File: config.mk
export PLATFORM = sky130hd
export DESIGN_NAME = qar_spi_seq_arb
export DESIGN_NICKNAME = d
export VERILOG_FILES = /design/src/rtl/qar_spi_seq_arb.sv
export SDC_FILE = /design/constraint.sdc
export NUM_CORES = 1
export LEC_CHECK = 0
export CORE_MARGIN = 10
export CORE_UTILIZATION = 36
export DETAILED_ROUTE_END_ITERATION = 12
export PLACE_DENSITY_LB_ADDON = 0.15
export SLEW_MARGIN = 40
export SYNTH_ARGS = -nofsm -noshare
export SYNTH_HDL_FRONTEND = slang
export SYNTH_SLANG_ARGS = --single-unit
export TNS_END_PERCENT = 100
File: constraint.sdc
create_clock -name clk -period 2.5 [get_ports clk]
set_input_delay 0.375 -clock clk [delete_from_list [all_inputs] [get_ports clk]]
set_output_delay 0.375 -clock clk [all_outputs]
set_load 0.02 [all_outputs]
File: src/rtl/qar_spi_seq_arb.sv
// qar_spi_seq_arb
//   Round-robin bus-master sequencer that owns the qar_spi register port on
//   behalf of two requesters. It runs one 1-4 byte full-duplex transfer per
//   grant: it programs CS_SELECT and CTRL, then for each byte it polls STATUS
//   for tx_ready, writes TXDATA, polls for rx_ready and pops RXDATA. When the
//   transfer ends it returns the assembled RX word with a done/err pulse.
//
// Ports
//   clk, rst_n       clock, asynchronous active-low reset
//   req[1:0]         per-requester request, held until that requester's done
//   req_cs[7:0]      requester i chip-select one-hot in [4i+3:4i]
//   req_len[5:0]     requester i byte count in [3i+2:3i] (valid 1..4)
//   req_txd[63:0]    requester i TX bytes in [32i+31:32i], byte0 sent first
//   grant[1:0]       one-hot, acceptance through done cycle
//   done[1:0]        one-cycle completion pulse to the granted requester
//   err[1:0]         coincident with done when the transfer failed
//   rx_data[31:0]    received bytes, byte k in [8k+7:8k]
//   bus_write        SPI register write strobe
//   bus_read         SPI register read strobe
//   addr_word[5:0]   SPI register word address
//   wdata[31:0]      SPI write data
//   bus_rdata[31:0]  SPI read data, combinational with bus_read
//   spi_irq          reserved, unused
module qar_spi_seq_arb #(
   parameter int unsigned TIMEOUT = 4096,
   parameter logic [2:0]  MODE    = 3'b000
) (
   input  logic        clk,
   input  logic        rst_n,
   input  logic [1:0]  req,
   input  logic [7:0]  req_cs,
   input  logic [5:0]  req_len,
   input  logic [63:0] req_txd,
   output logic [1:0]  grant,
   output logic [1:0]  done,
   output logic [1:0]  err,
   output logic [31:0] rx_data,
   output logic        bus_write,
   output logic        bus_read,
   output logic [5:0]  addr_word,
   output logic [31:0] wdata,
   input  logic [31:0] bus_rdata,
   input  logic        spi_irq
);

   localparam logic [5:0]  A_CTRL   = 6'd0;
   localparam logic [5:0]  A_STATUS = 6'd1;
   localparam logic [5:0]  A_TXDATA = 6'd3;
   localparam logic [5:0]  A_RXDATA = 6'd4;
   localparam logic [5:0]  A_CS     = 6'd5;
   localparam logic [15:0] WAIT_LAST = 16'(TIMEOUT - 1);

   typedef enum logic [3:0] {
      S_IDLE,
      S_CHECK,
      S_WR_CS,
      S_WR_CTRL,
      S_POLL_TX,
      S_WR_TX,
      S_POLL_RX,
      S_RD_RX,
      S_FIN
   } state_t;

   state_t      state_q, state_d;
   logic [1:0]  grant_q, grant_d;
   logic        last_q,  last_d;
   logic [3:0]  cs_q,    cs_d;
   logic [2:0]  len_q,   len_d;
   logic [31:0] txd_q,   txd_d;
   logic [31:0] rx_q,    rx_d;
   logic [1:0]  idx_q,   idx_d;
   logic [15:0] wait_q,  wait_d;
   logic        fail_q,  fail_d;
   logic        win;

   // Only STATUS bits and the RX byte are consumed.
   logic unused_inputs;
   assign unused_inputs = ^{spi_irq, bus_rdata[31:8]};

   assign grant   = grant_q;
   assign rx_data = rx_q;

   always_ff @(posedge clk or negedge rst_n) begin
      if (!rst_n) begin
         state_q <= S_IDLE;
         grant_q <= '0;
         last_q  <= 1'b1;
         cs_q    <= '0;
         len_q   <= '0;
         txd_q   <= '0;
         rx_q    <= '0;
         idx_q   <= '0;
         wait_q  <= '0;
         fail_q  <= 1'b0;
      end else begin
         state_q <= state_d;
         grant_q <= grant_d;
         last_q  <= last_d;
         cs_q    <= cs_d;
         len_q   <= len_d;
         txd_q   <= txd_d;
         rx_q    <= rx_d;
         idx_q   <= idx_d;
         wait_q  <= wait_d;
         fail_q  <= fail_d;
      end
   end

   always_comb begin
      state_d   = state_q;
      grant_d   = grant_q;
      last_d    = last_q;
      cs_d      = cs_q;
      len_d     = len_q;
      txd_d     = txd_q;
      rx_d      = rx_q;
      idx_d     = idx_q;
      wait_d    = wait_q;
      fail_d    = fail_q;
      win       = 1'b0;
      bus_write = 1'b0;
      bus_read  = 1'b0;
      addr_word = '0;
      wdata     = '0;
      done      = '0;
      err       = '0;

      case (state_q)
         S_IDLE: begin
            if (|req) begin
               // On a tie the requester not granted last time wins.
               win     = (req == 2'b11) ? ~last_q : req[1];
               grant_d = win ? 2'b10 : 2'b01;
               last_d  = win;
               cs_d    = win ? req_cs[7:4]    : req_cs[3:0];
               len_d   = win ? req_len[5:3]   : req_len[2:0];
               txd_d   = win ? req_txd[63:32] : req_txd[31:0];
               rx_d    = '0;
               idx_d   = '0;
               fail_d  = 1'b0;
               state_d = S_CHECK;
            end
         end

         S_CHECK: begin
            if (len_q == 3'd0 || len_q > 3'd4 || cs_q == 4'd0) begin
               fail_d  = 1'b1;
               state_d = S_FIN;
            end else begin
               state_d = S_WR_CS;
            end
         end

         S_WR_CS: begin
            bus_write = 1'b1;
            addr_word = A_CS;
            wdata     = {28'b0, cs_q};
            state_d   = S_WR_CTRL;
         end

         S_WR_CTRL: begin
            bus_write = 1'b1;
            addr_word = A_CTRL;
            wdata     = {20'b0, 1'b0, len_q, 3'b0, 1'b0, MODE, 1'b1};
            wait_d    = '0;
            state_d   = S_POLL_TX;
         end

         S_POLL_TX: begin
            bus_read  = 1'b1;
            addr_word = A_STATUS;
            if (bus_rdata[2]) begin
               fail_d  = 1'b1;
               state_d = S_FIN;
            end else if (bus_rdata[0]) begin
               state_d = S_WR_TX;
            end else if (wait_q == WAIT_LAST) begin
               fail_d  = 1'b1;
               state_d = S_FIN;
            end else begin
               wait_d = wait_q + 16'd1;
            end
         end

         S_WR_TX: begin
            bus_write = 1'b1;
            addr_word = A_TXDATA;
            wdata     = {24'b0, txd_q[{idx_q, 3'b000} +: 8]};
            wait_d    = '0;
            state_d   = S_POLL_RX;
         end

         S_POLL_RX: begin
            bus_read  = 1'b1;
            addr_word = A_STATUS;
            if (bus_rdata[2]) begin
               fail_d  = 1'b1;
               state_d = S_FIN;
            end else if (bus_rdata[1]) begin
               state_d = S_RD_RX;
            end else if (wait_q == WAIT_LAST) begin
               fail_d  = 1'b1;
               state_d = S_FIN;
            end else begin
               wait_d = wait_q + 16'd1;
            end
         end

         S_RD_RX: begin
            bus_read  = 1'b1;
            addr_word = A_RXDATA;
            rx_d[{idx_q, 3'b000} +: 8] = bus_rdata[7:0];
            if ({1'b0, idx_q} == len_q - 3'd1) begin
               state_d = S_FIN;
            end else begin
               idx_d   = idx_q + 2'd1;
               wait_d  = '0;
               state_d = S_POLL_TX;
            end
         end

         S_FIN: begin
            done    = grant_q;
            err     = fail_q ? grant_q : 2'b00;
            grant_d = '0;
            state_d = S_IDLE;
         end

         default: state_d = S_IDLE;
      endcase
   end

endmodule

==> results.yml <==
status:
  status: "completed"
clock_tree:
  tritoncts: "yes"
  clock-root-buffer: "clkbuf_16"
  holdBufCountCts: 0
  clock_latency_ns: 0.34
  htreeDepth: 3
  cts.reportedPaths.clkPinSlew_ns: 0.07
  clk_path_buf_depth: 2
  cts_buffers: 9
  clock-sinks: 97
sta:
  fin_ws_ns: 0.0845
  fin_crit_sh_pct: 96.6
  setup_viol: 0
  tightest_slew_ns: 0.662
  slew_headroom_pct: 55.9
  fin_crit_ns: 2.42
  hold_viol: 0
  fmax_mhz: 414
  finalMaxSlewViolations: 0
  fin_setup_tns_ns: 0
  rsz0062_at_grt: "no"
  fin_worst_skew_ns: 0.00805
pwr:
  power.internal_mw: 4.03
  ir_drop_v: 0.000397
  swShare_pct: 38.4
  clock_power_share_pct: 20.0
  p_leak_nw: 3.23
  comb_power_share_pct: 43.4
  p_sw_mw: 2.51
  power.density_mw_per_mm2: 905
  power_frac_seq_pct: 36.6
detailed_routing:
  wl_per_cell_um: 17.8
  drtIter0Drc: 255
  drt_wl_total_um: 15100
  num_vias: 4410
  first_pass_iters: 4
  ant_nets: 0
  drc: 0
  via_per_inst: 5.20
grt:
  grt_pass1_vias: 4651
  grt_max_degree: 49
  track_usage_pct: 15.0
  grt_pass1_wl_um: 24100
  overflow: 0
  grt_antenna_before_repair: 0
finish:
  nets: 785
  drive_above_1_share_pct: 11.7
  diodes: 0
  final_util_pct: 51.7
  fin_area_mm2: 0.00723
  area_growth_pct: 39.5
place:
  gp_congestion: 0.839
  port_buffers: 143
  pre_cts_slack_ns: 0.00175
  placed_cell_area_mm2: 0.00690
  hpwl_um: 11900
synth:
  synthDistinctLibCells: 56
  synthArstFlopShare_pct: 100
  ys_warn_count: 0
  synth_edf_count: 0
  ys_ff_latch: 97
  netlist_area_mm2: 0.00518
  synth_area_per_cell_um2: 10.2
  seq_area_frac_synth_pct: 46.9
  syn_inst: 508
  synth_flop_cell: "dfrtp_1"
floorplanning:
  num_rows: 43
  initial_core_util_pct: 37.0
  pin_count: 193
  dieArea_mm2: 0.0196
  die_w_um: 140
  die_height_um: 140
  core_area_mm2: 0.0140
worst_setup_path:
  cp-end-kind: "output pin"
  crit_required_ns: 2.12
  crit_arrival_ns: 2.04
  cp_max_fo: 3
  setup.worst_path.class: "reg -> out"
  crit_path_start_kind: "flop"
min_path:
  hp-class: "in -> async"
run:
  drv_cap: 0
-- per-stage QoR --
stage | total power [mW] | hold slack, ns | std cells
3_5_place_dp | 5.23 | 0.450 | 832
6_report | 6.54 | 0.0450 | 848
2_1_floorplan | 4.08 | 0.0794 | 531
4_1_cts | 6.56 | 0.0816 | 847
3_3_place_gp | 5.16 | 0.449 | 832
5_1_grt | 7.01 | 0.0981 | 848
-- worst max-delay path, stage by stage (launching register included) --
cell and delay (ns):
dfrtp_2 0.42, buf_12 0.12, mux4_2 0.53, a32oi_1 0.25
nor2_1 0.06, dlygate4sd2_1 0.32
-- power by group through the flow --
stage | sequential (mW) | combinational (mW) | clock [mW]
finish | 2.39 | 2.84 | 1.31
detailed placement | 2.40 | 2.83 | 0
global placement | 2.39 | 2.77 | 0
floorplan | 2.27 | 1.81 | 0
CTS | 2.39 | 2.82 | 1.35
global route | 2.45 | 3.16 | 1.40
-- path summary, 6_finish.rpt --
kind / startpoint / endpoint / slack (ns) / cells after the start
worst min-delay path: rst_n / wait_q[14] / 0.05 / 1
worst min register to register: txd_q[25] / txd_q[25] / 0.48 / 2
worst max register to register: wait_q[0] / wait_q[12] / 0.18 / 7
min in group clk: txd_q[25] / txd_q[25] / 0.48 / 2
max in group asynchronous: rst_n / state_q[1] / 1.68 / 2
worst max-delay path: idx_q[0] / wdata[1] / 0.08 / 5
-- synth_stat cells, types with 9 or more instances --
cell | n | area [um2]
a21oi_1 | 19 | 95.1
a22o_1 | 32 | 280
buf_4 | 24 | 180
inv_1 | 10 | 37.5
dfrtp_1 | 96 | 2400
and3_1 | 9 | 56.3
nand2_1 | 63 | 236
mux2i_1 | 42 | 420
nor2_1 | 14 | 52.6
o21ai_0 | 53 | 265
clkbuf_1 | 17 | 63.8
-- cells in the final DEF (no fill, tap or decap), drive strengths merged, types with 14 or more instances in the layout --
| master | n |
|---|---|
| clkdlybuf4s50 | 129 |
| dfrtp | 96 |
| nand2 | 63 |
| o21ai | 58 |
| mux2i | 42 |
| buf | 34 |
| a22o | 32 |
| conb | 24 |
| a21oi | 19 |
| nor2 | 14 |
-- layout make-up --
type | instances | area, um2
clock buffers | 12 | 267
fillers | 1359 | 6760
repair buffers | 176 | 1710
flip-flops and latches | 97 | 2430
well taps | 180 | 225
inverters | 10 | 37.5
clock inverters | 3 | 15.0
multi-input cells | 370 | 2540
-- layer usage --
| metal | up-vias | part of all wire (%) | global-route usage, % | wire (um) |
|---|---|---|---|---|
| li1 | 2134 | - | - | - |
| met5 | - | 0 | 0 | 0 |
| met3 | 17 | 6.9 | 4.83 | 1040 |
| met4 | 0 | 1.8 | 5.22 | 272 |
| met2 | 137 | 47 | 23.9 | 7170 |
| met1 | 2122 | 44 | 18.6 | 6630 |
-- sequential cells by signal (all words and copies together) (netlist names) --
signal	count
state_q	4
txd_q	32
grant	2
len_q	3
rx_data	32
idx_q	2
wait_q	16
last_q	1
cs_q	4
fail_q	1
-- kinds of logic after synthesis --
kind of cell | count (synthesis) | synth area share, %
AO/OA/AOI/OAI | 139 | 17.7
adder cells (fa/ha/maj) | 6 | 1.45
AND/OR/NAND/NOR | 147 | 14.9
other | 1 | 0.0724
buffers and inverters | 64 | 6.74
flip-flops | 97 | 46.9
XOR/XNOR | 3 | 0.507
multiplexers | 51 | 11.8
-- what timing repair did --
| item | CTS | global route |
|---|---|---|
| setup endpoints to repair | 14 | 12 |
| gates resized for setup | 16 | 8 |
| buffers inserted | 0 | 1 |
No activity file was read; power rests on OpenSTA's default activity.
